--- src/rtl/vga_pkg.sv ---
// Shared definitions for the VGA capture block: default 640x480 timing,
// FSM state encoding, field widths and the write-port record.
package vga_pkg;

  localparam int VGA_H_ACTIVE = 640;
  localparam int VGA_V_ACTIVE = 480;
  localparam int VGA_H_TOTAL  = 800;
  localparam int VGA_V_TOTAL  = 525;

  localparam int RGB_W  = 24;
  localparam int X_W    = 10;
  localparam int Y_W    = 9;
  localparam int LCLK_W = 12;
  localparam int ERR_W  = 8;

  typedef enum logic [1:0] {
    SEEK   = 2'd0,
    TRAIN  = 2'd1,
    LOCKED = 2'd2
  } vga_state_e;

  typedef struct packed {
    logic             en;
    logic [X_W-1:0]   x;
    logic [Y_W-1:0]   y;
    logic [RGB_W-1:0] data;
  } vga_wr_t;

  // Saturating add of up to two error events to the error counter.
  function automatic logic [ERR_W-1:0] err_add(input logic [ERR_W-1:0] cnt,
                                               input logic [1:0]       inc);
    logic [ERR_W:0] sum;
    sum = {1'b0, cnt} + {{(ERR_W-1){1'b0}}, inc};
    return sum[ERR_W] ? {ERR_W{1'b1}} : sum[ERR_W-1:0];
  endfunction

endpackage

--- src/rtl/vga_capture_sync_edge.sv ---
// Sync edge detector shared by the hsync and vsync inputs: registers the
// sync pin and flags the transition into its asserted level.
module vga_sync_edge #(
  parameter bit POL = 1'b0
) (
  input  logic clk,
  input  logic rst,
  input  logic sync_in,
  output logic act,
  output logic start
);

  logic s_q, s_qq;

  // Input register plus one delayed copy; both idle at the deasserted level
  // so reset release never fakes a sync start.
  always_ff @(posedge clk or negedge rst) begin
    if (!rst) begin
      s_q  <= ~POL;
      s_qq <= ~POL;
    end else begin
      s_q  <= sync_in;
      s_qq <= s_q;
    end
  end

  assign act   = (s_q == POL);
  assign start = act && (s_qq != POL);

endmodule

--- src/rtl/vga_capture.sv ---
// VGA receiver: recovers pixel coordinates from hsync/vsync/blank_n,
// trains on frame geometry and, once locked, emits a pixel write port.
module vga_capture
  import vga_pkg::*;
#(
  parameter int H_ACTIVE  = VGA_H_ACTIVE,
  parameter int V_ACTIVE  = VGA_V_ACTIVE,
  parameter bit HSYNC_POL = 1'b0,
  parameter bit VSYNC_POL = 1'b0
) (
  input  logic              clk,
  input  logic              rst,
  input  logic              hsync,
  input  logic              vsync,
  input  logic              blank_n,
  input  logic [7:0]        vga_r,
  input  logic [7:0]        vga_g,
  input  logic [7:0]        vga_b,
  output logic              wr_en,
  output logic [X_W-1:0]    wr_x,
  output logic [Y_W-1:0]    wr_y,
  output logic [RGB_W-1:0]  wr_data,
  output logic              frame_done,
  output logic              locked,
  output logic [LCLK_W-1:0] line_clks,
  output logic [ERR_W-1:0]  err_cnt
);

  localparam logic [X_W-1:0] H_ACT_X = X_W'(H_ACTIVE);
  localparam logic [Y_W-1:0] V_ACT_Y = Y_W'(V_ACTIVE);

  logic              hs_act, hs_start, vs_act, vs_start;
  logic              v_q;
  logic [RGB_W-1:0]  rgb_q;

  logic [X_W-1:0]    x;
  logic [Y_W-1:0]    y;
  logic              line_act, line_bad;
  logic [LCLK_W-1:0] clk_cnt;
  vga_state_e        state;
  vga_wr_t           wr_q;

  logic              pix, proto_err, frame_err, good;
  logic [Y_W-1:0]    y_le;
  logic              bad_le;
  logic [1:0]        err_inc;

  vga_sync_edge #(.POL(HSYNC_POL)) u_hs (
    .clk     (clk),
    .rst     (rst),
    .sync_in (hsync),
    .act     (hs_act),
    .start   (hs_start)
  );

  vga_sync_edge #(.POL(VSYNC_POL)) u_vs (
    .clk     (clk),
    .rst     (rst),
    .sync_in (vsync),
    .act     (vs_act),
    .start   (vs_start)
  );

  // Input stage for valid and colour, aligned with the registered syncs.
  always_ff @(posedge clk or negedge rst) begin
    if (!rst) begin
      v_q   <= 1'b0;
      rgb_q <= '0;
    end else begin
      v_q   <= blank_n;
      rgb_q <= {vga_r, vga_g, vga_b};
    end
  end

  // Line-end result first, so a coincident frame end sees the updated row.
  // A valid cycle inside a sync pulse is only a protocol error: it is not
  // counted as a pixel, so one glitch does not also wreck the geometry.
  always_comb begin
    pix       = v_q && !hs_act && !vs_act;
    proto_err = v_q && (hs_act || vs_act);
    y_le      = y;
    bad_le    = line_bad;
    if (hs_start && line_act) begin
      if (y != {Y_W{1'b1}}) y_le = y + 1'b1;
      if (x != H_ACT_X)     bad_le = 1'b1;
    end
    good      = (y_le == V_ACT_Y) && !bad_le;
    frame_err = vs_start && !good && (state != SEEK);
    err_inc   = {1'b0, proto_err} + {1'b0, frame_err};
  end

  // Geometry measurement: column/row counters, line activity and line length.
  always_ff @(posedge clk or negedge rst) begin
    if (!rst) begin
      x         <= '0;
      y         <= '0;
      line_act  <= 1'b0;
      line_bad  <= 1'b0;
      clk_cnt   <= '0;
      line_clks <= '0;
    end else begin
      if (hs_start) begin
        line_clks <= clk_cnt;
        clk_cnt   <= LCLK_W'(1);
      end else if (clk_cnt != {LCLK_W{1'b1}}) begin
        clk_cnt   <= clk_cnt + 1'b1;
      end

      if (vs_start) begin
        x        <= '0;
        y        <= '0;
        line_bad <= 1'b0;
      end else if (hs_start) begin
        x        <= '0;
        y        <= y_le;
        line_bad <= bad_le;
      end else if (pix && (x != {X_W{1'b1}})) begin
        x        <= x + 1'b1;
      end

      if (hs_start)  line_act <= 1'b0;
      else if (pix)  line_act <= 1'b1;
    end
  end

  // Lock FSM with registered locked/frame_done and saturating error count.
  always_ff @(posedge clk or negedge rst) begin
    if (!rst) begin
      state      <= SEEK;
      locked     <= 1'b0;
      frame_done <= 1'b0;
      err_cnt    <= '0;
    end else begin
      frame_done <= 1'b0;
      err_cnt    <= err_add(err_cnt, err_inc);
      if (vs_start) begin
        unique case (state)
          SEEK: begin
            state  <= TRAIN;
            locked <= 1'b0;
          end
          TRAIN: begin
            if (good) begin
              state  <= LOCKED;
              locked <= 1'b1;
            end
          end
          LOCKED: begin
            if (good) begin
              frame_done <= 1'b1;
            end else begin
              state  <= TRAIN;
              locked <= 1'b0;
            end
          end
          default: begin
            state  <= SEEK;
            locked <= 1'b0;
          end
        endcase
      end
    end
  end

  // Write port: pre-increment coordinates of in-bounds pixels while locked.
  always_ff @(posedge clk or negedge rst) begin
    if (!rst) begin
      wr_q <= '0;
    end else begin
      wr_q.en   <= (state == LOCKED) && pix && (x < H_ACT_X) && (y < V_ACT_Y);
      wr_q.x    <= x;
      wr_q.y    <= y;
      wr_q.data <= rgb_q;
    end
  end

  assign wr_en   = wr_q.en;
  assign wr_x    = wr_q.x;
  assign wr_y    = wr_q.y;
  assign wr_data = wr_q.data;

endmodule

--- config.mk ---
export PLATFORM = sky130hd
export DESIGN_NAME = vga_capture
export DESIGN_NICKNAME = d
export VERILOG_FILES = /design/src/rtl/vga_pkg.sv /design/src/rtl/vga_capture_sync_edge.sv /design/src/rtl/vga_capture.sv
export SDC_FILE = /design/constraint.sdc
export NUM_CORES = 1
export LEC_CHECK = 0
export CORE_ASPECT_RATIO = 0.8
export CORE_UTILIZATION = 54
export CTS_BUF_LIST = sky130_fd_sc_hd__clkbuf_4 sky130_fd_sc_hd__clkbuf_8 sky130_fd_sc_hd__clkbuf_16
export CTS_CLUSTER_DIAMETER = 100
export DETAILED_ROUTE_END_ITERATION = 10
export GPL_TIMING_DRIVEN = 0
export PLACE_DENSITY = 0.94
export SLEW_MARGIN = 20
export SYNTH_ARGS = -nofsm -noshare
export SYNTH_HDL_FRONTEND = slang
export SYNTH_HIERARCHICAL = 1
export SYNTH_SLANG_ARGS = --single-unit
export TNS_END_PERCENT = 20
--- constraint.sdc ---
create_clock -name clk -period 5 [get_ports clk]
set_clock_uncertainty 0.1 [all_clocks]
set_input_delay 1 -clock clk [delete_from_list [all_inputs] [get_ports clk]]
set_output_delay 1 -clock clk [all_outputs]
set_load 0.1 [all_outputs]
==> flow_summary_export.csv <==
group,metric,value,unit
critical_path,critPathKind,"reg2reg",
timing,drv_slew,0,
critical_path,cp_num_buf_inv,1,
timing,setup_tns,0,ns
timing,min_period,3.861,ns
clock_network,cts_tree,"built",
clock_network,cts_resized,0,
cells_and_area,final_common_cell,"dfrtp_1",
cells_and_area,n_antenna_cell,0,
synthesis,yosys.area_share.simple,13.17,%
synthesis,syn_avg_cell_area,13.10,sq um
clock_network,cts_setup_buffers,0,
synthesis,synth_area,0.004637,sq mm
critical_path,reg2reg_depth,14,
synthesis,synth_seq_cells,129,
drt,wl_per_cell,18.41,um
floorplanning,die-area,0.008964,sq mm
drt,antenna_left,0,
timing,rsz0062_at_grt,"false",
synthesis,syn_nets,389,
timing,setup_viol,0,
synthesis,synth-xor-area-share,4.344,%
cells_and_area,stdcell_count,589,
drt,drtPass1Iterations,6,
power,p_leak,2.790,nW
power,powerDensity,493.2,mW/mm^2
drt,vias,3251,
place,gp_congestion,0.8342,
global_route,antenna_found_initial,0,
timing,fin_ws,1.139,ns
worst_hold_path,holdPathEnd,"wr_data[4]$_DFF_PN0_",
critical_path,cp.arrival,4.15,ns
clock_network,htree_levels,4,
floorplanning,io_pins,95,
synthesis,synth_top_family_by_area,"simple AND/OR/NAND/NOR gates",
drt,drtIter0Drc,298,
floorplanning,dieHeight,84.88,um
clock_network,ctsLongestPathBuffers,2,
floorplanning,rows,29,
synthesis,synth_mux_area_share,3.994,%
floorplanning,coreArea,0.008128,sq mm
critical_path,crit_required,5.29,ns
place,dp_hpwl,6290,um
synthesis,ys_warn_count,6,
global_route,overflow,0,
place,place_area,0.005742,sq mm
synthesis,syn_inst,354,
clock_network,cts_root_buf,"clkbuf_8",
cells_and_area,syn_to_final_growth,36.29,%
place,pre_cts_slack,1.257,ns
critical_path,max_stage_delay,0.51,ns
critical_path,r2r_slack,1.14,ns
synthesis,synth_cell_type_count,44,
timing,worst_pin_slew,1.032,ns
critical_path,startpoint_type,"flip-flop",
global_route,grt_first_pass_wirelength,17460,um
timing,max_freq,259.0,MHz
clock_network,cts_num_sinks,129,
place,dp.cells,557,
synthesis,synth_ff_type,"dfrtp_1",
cells_and_area,fin_area,0.006320,sq mm
cells_and_area,final_cell_mix,"dfrtp_1 (125), clkdlybuf4s50_1 (93), nor2_1 (38)",
critical_path,critPathSlowestCell,"dfstp_2",
floorplanning,start_util,57.05,%
critical_path,critPathTopFamily,"simple AND/OR/NAND/NOR gates",
clock_network,clkTransAtPathRegs,0.06,ns
critical_path,worstPathMaxFanout,10,
worst_hold_path,min-delay-start,"rgb_q[4]$_DFF_PN0_",
synthesis,synthAdderAreaFrac,1.781,%
floorplanning,die_x,105.6,um
drt,drc,0,
worst_hold_path,min_path_cells,0,
cells_and_area,fin_nets,503,
synthesis,synth-compound-area-share,5.208,%
critical_path,r2r_start,"u_hs/s_qq$_DFF_PN1_",
critical_path,cp_common_cell,"nor2_1",
timing,maxSlewHeadroom,31.01,%
global_route,grt_max_degree,70,
critical_path,cp-end-kind,"flip-flop",
synthesis,synth-async-reset-ratio,100.0,%
cells_and_area,drive_gt1_share,11.43,%
timing,hold_violations,0,
run,cap_viol_max_count,0,
timing,finalCritPeriodShare,77.22,%
clock_network,clk_latency,0.52,ns
worst_hold_path,hold_class,"reg2reg",
outcome,outcome,"finished clean",
critical_path,critPathLaunch,"u_hs/s_qq$_DFF_PN1_",
synthesis,synth_edf_count,0,
synthesis,ys_seq_area_share,69.72,%
power,vdd_drop_max,633.0,uV
critical_path,rr_endpoint,"err_cnt[5]$_DFF_PN0_",
drt,postRouteWirelength,10850,um
critical_path,path_cells,"nor2b_1, clkbuf_1, nand2_1, o32ai_1, nand3_1, a31o_2, nor2_1, nor2_1, fa_1, ha_1, nand2_1, nor2_1, nand3_1, o21ai_0",
clock_network,hold_buffers,0,
global_route,grt_pass1_vias,3385,
drt,viasPerCell,5.520,
global_route,track_usage,26.40,%
clock_network,cts_made_buffers,17,
place,io_buffers,94,
cells_and_area,fillers,463,
worst max path at each step:
stage                                 endpoint  slack [ns]  cells after the start
after CTS                 err_cnt[5]$_DFF_PN0_        1.15                     14
after global placement    err_cnt[6]$_DFF_PN0_       -1.76                      1
final                     err_cnt[5]$_DFF_PN0_        1.14                     14
after floorplan           err_cnt[5]$_DFF_PN0_        1.79                     12
after global routing      err_cnt[5]$_DFF_PN0_        0.88                     14
after detailed placement  err_cnt[5]$_DFF_PN0_        1.26                     14
registers in the layout, summed over array words and instances, names as in the netlist, 8 cells and up:
register   flops
wr_data       24
wr_y           9
rgb_q         24
y              9
line_clks     12
clk_cnt       12
wr_x          10
err_cnt        8
x             10
cells in the mapped netlist (5+ instances only):
master / number / area (sq um)
a21oi_1: 8 / 40.04
and3_1: 7 / 43.79
clkbuf_1: 10 / 37.54
dfrtp_1: 125 / 3128
ha_1: 5 / 62.56
inv_1: 12 / 45.04
mux2_2: 12 / 135.1
mux2i_1: 5 / 50.05
nand2_1: 19 / 71.32
nand3_1: 17 / 85.08
nand4_1: 10 / 62.56
nor2_1: 38 / 142.6
nor3_1: 5 / 25.02
o21ai_0: 7 / 35.03
xnor2_1: 10 / 87.58
xor2_1: 13 / 113.9
layer usage:
| layer | wire (um) | global-route usage [%] |
|---|---|---|
| met5 | 0 | 0 |
| met4 | 221 | 12.37 |
| met3 | 790 | 8.372 |
| met2 | 5475 | 44.14 |
| met1 | 4357 | 31.61 |
power by group:
| part | switching [mW] | internal (mW) | leakage, nW |
|---|---|---|---|
| logic | 0.535 | 0.181 | 0.874 |
| registers | 0.0817 | 1.13 | 1.64 |
| clock network | 0.453 | 0.734 | 0.276 |
| total | 1.07 | 2.05 | 2.79 |
per-stage QoR:
step	util, %	power, mW	hold slack (ns)
2_1_floorplan	-	1.731	0.2312
3_3_place_gp	70.29	1.915	0.2314
3_5_place_dp	70.64	1.938	0.2347
4_1_cts	77.76	3.134	0.2479
5_1_grt	77.76	3.220	0.2532
6_report	77.76	3.117	0.2468
kinds of logic (layout without fill, tap and decap cells):
| kind of cell | count (synthesis) | after routing |
|---|---|---|
| flops | 129 | 129 |
| simple gates | 122 | 122 |
| compound gates | 35 | 35 |
| xor+xnor | 23 | 23 |
| buf+inv | 22 | 149 |
| mux | 17 | 17 |
| fa+ha+maj | 6 | 6 |
final cells by class:
type	instances	area, sq um	share of cell area [%]
flip-flops and latches	129	3233	51.16
multi-input cells	203	1321	20.91
repair buffers	95	969.7	15.34
clock buffers	19	441.7	6.989
clock inverters	13	136.4	2.158
well taps	108	135.1	2.138
inverters	12	45.04	0.7127
plain buffers	10	37.54	0.5939
worst reg2reg max path: stages, from the launching register on:
cell	delay, ns
dfstp_2	0.51
nor2b_1	0.26
clkbuf_1	0.51
nand2_1	0.22
o32ai_1	0.32
nand3_1	0.12
a31o_2	0.28
nor2_1	0.16
nor2_1	0.10
fa_1	0.40
ha_1	0.25
nand2_1	0.12
nor2_1	0.07
nand3_1	0.20
o21ai_0	0.13
No activity file was read; power rests on OpenSTA's default activity.
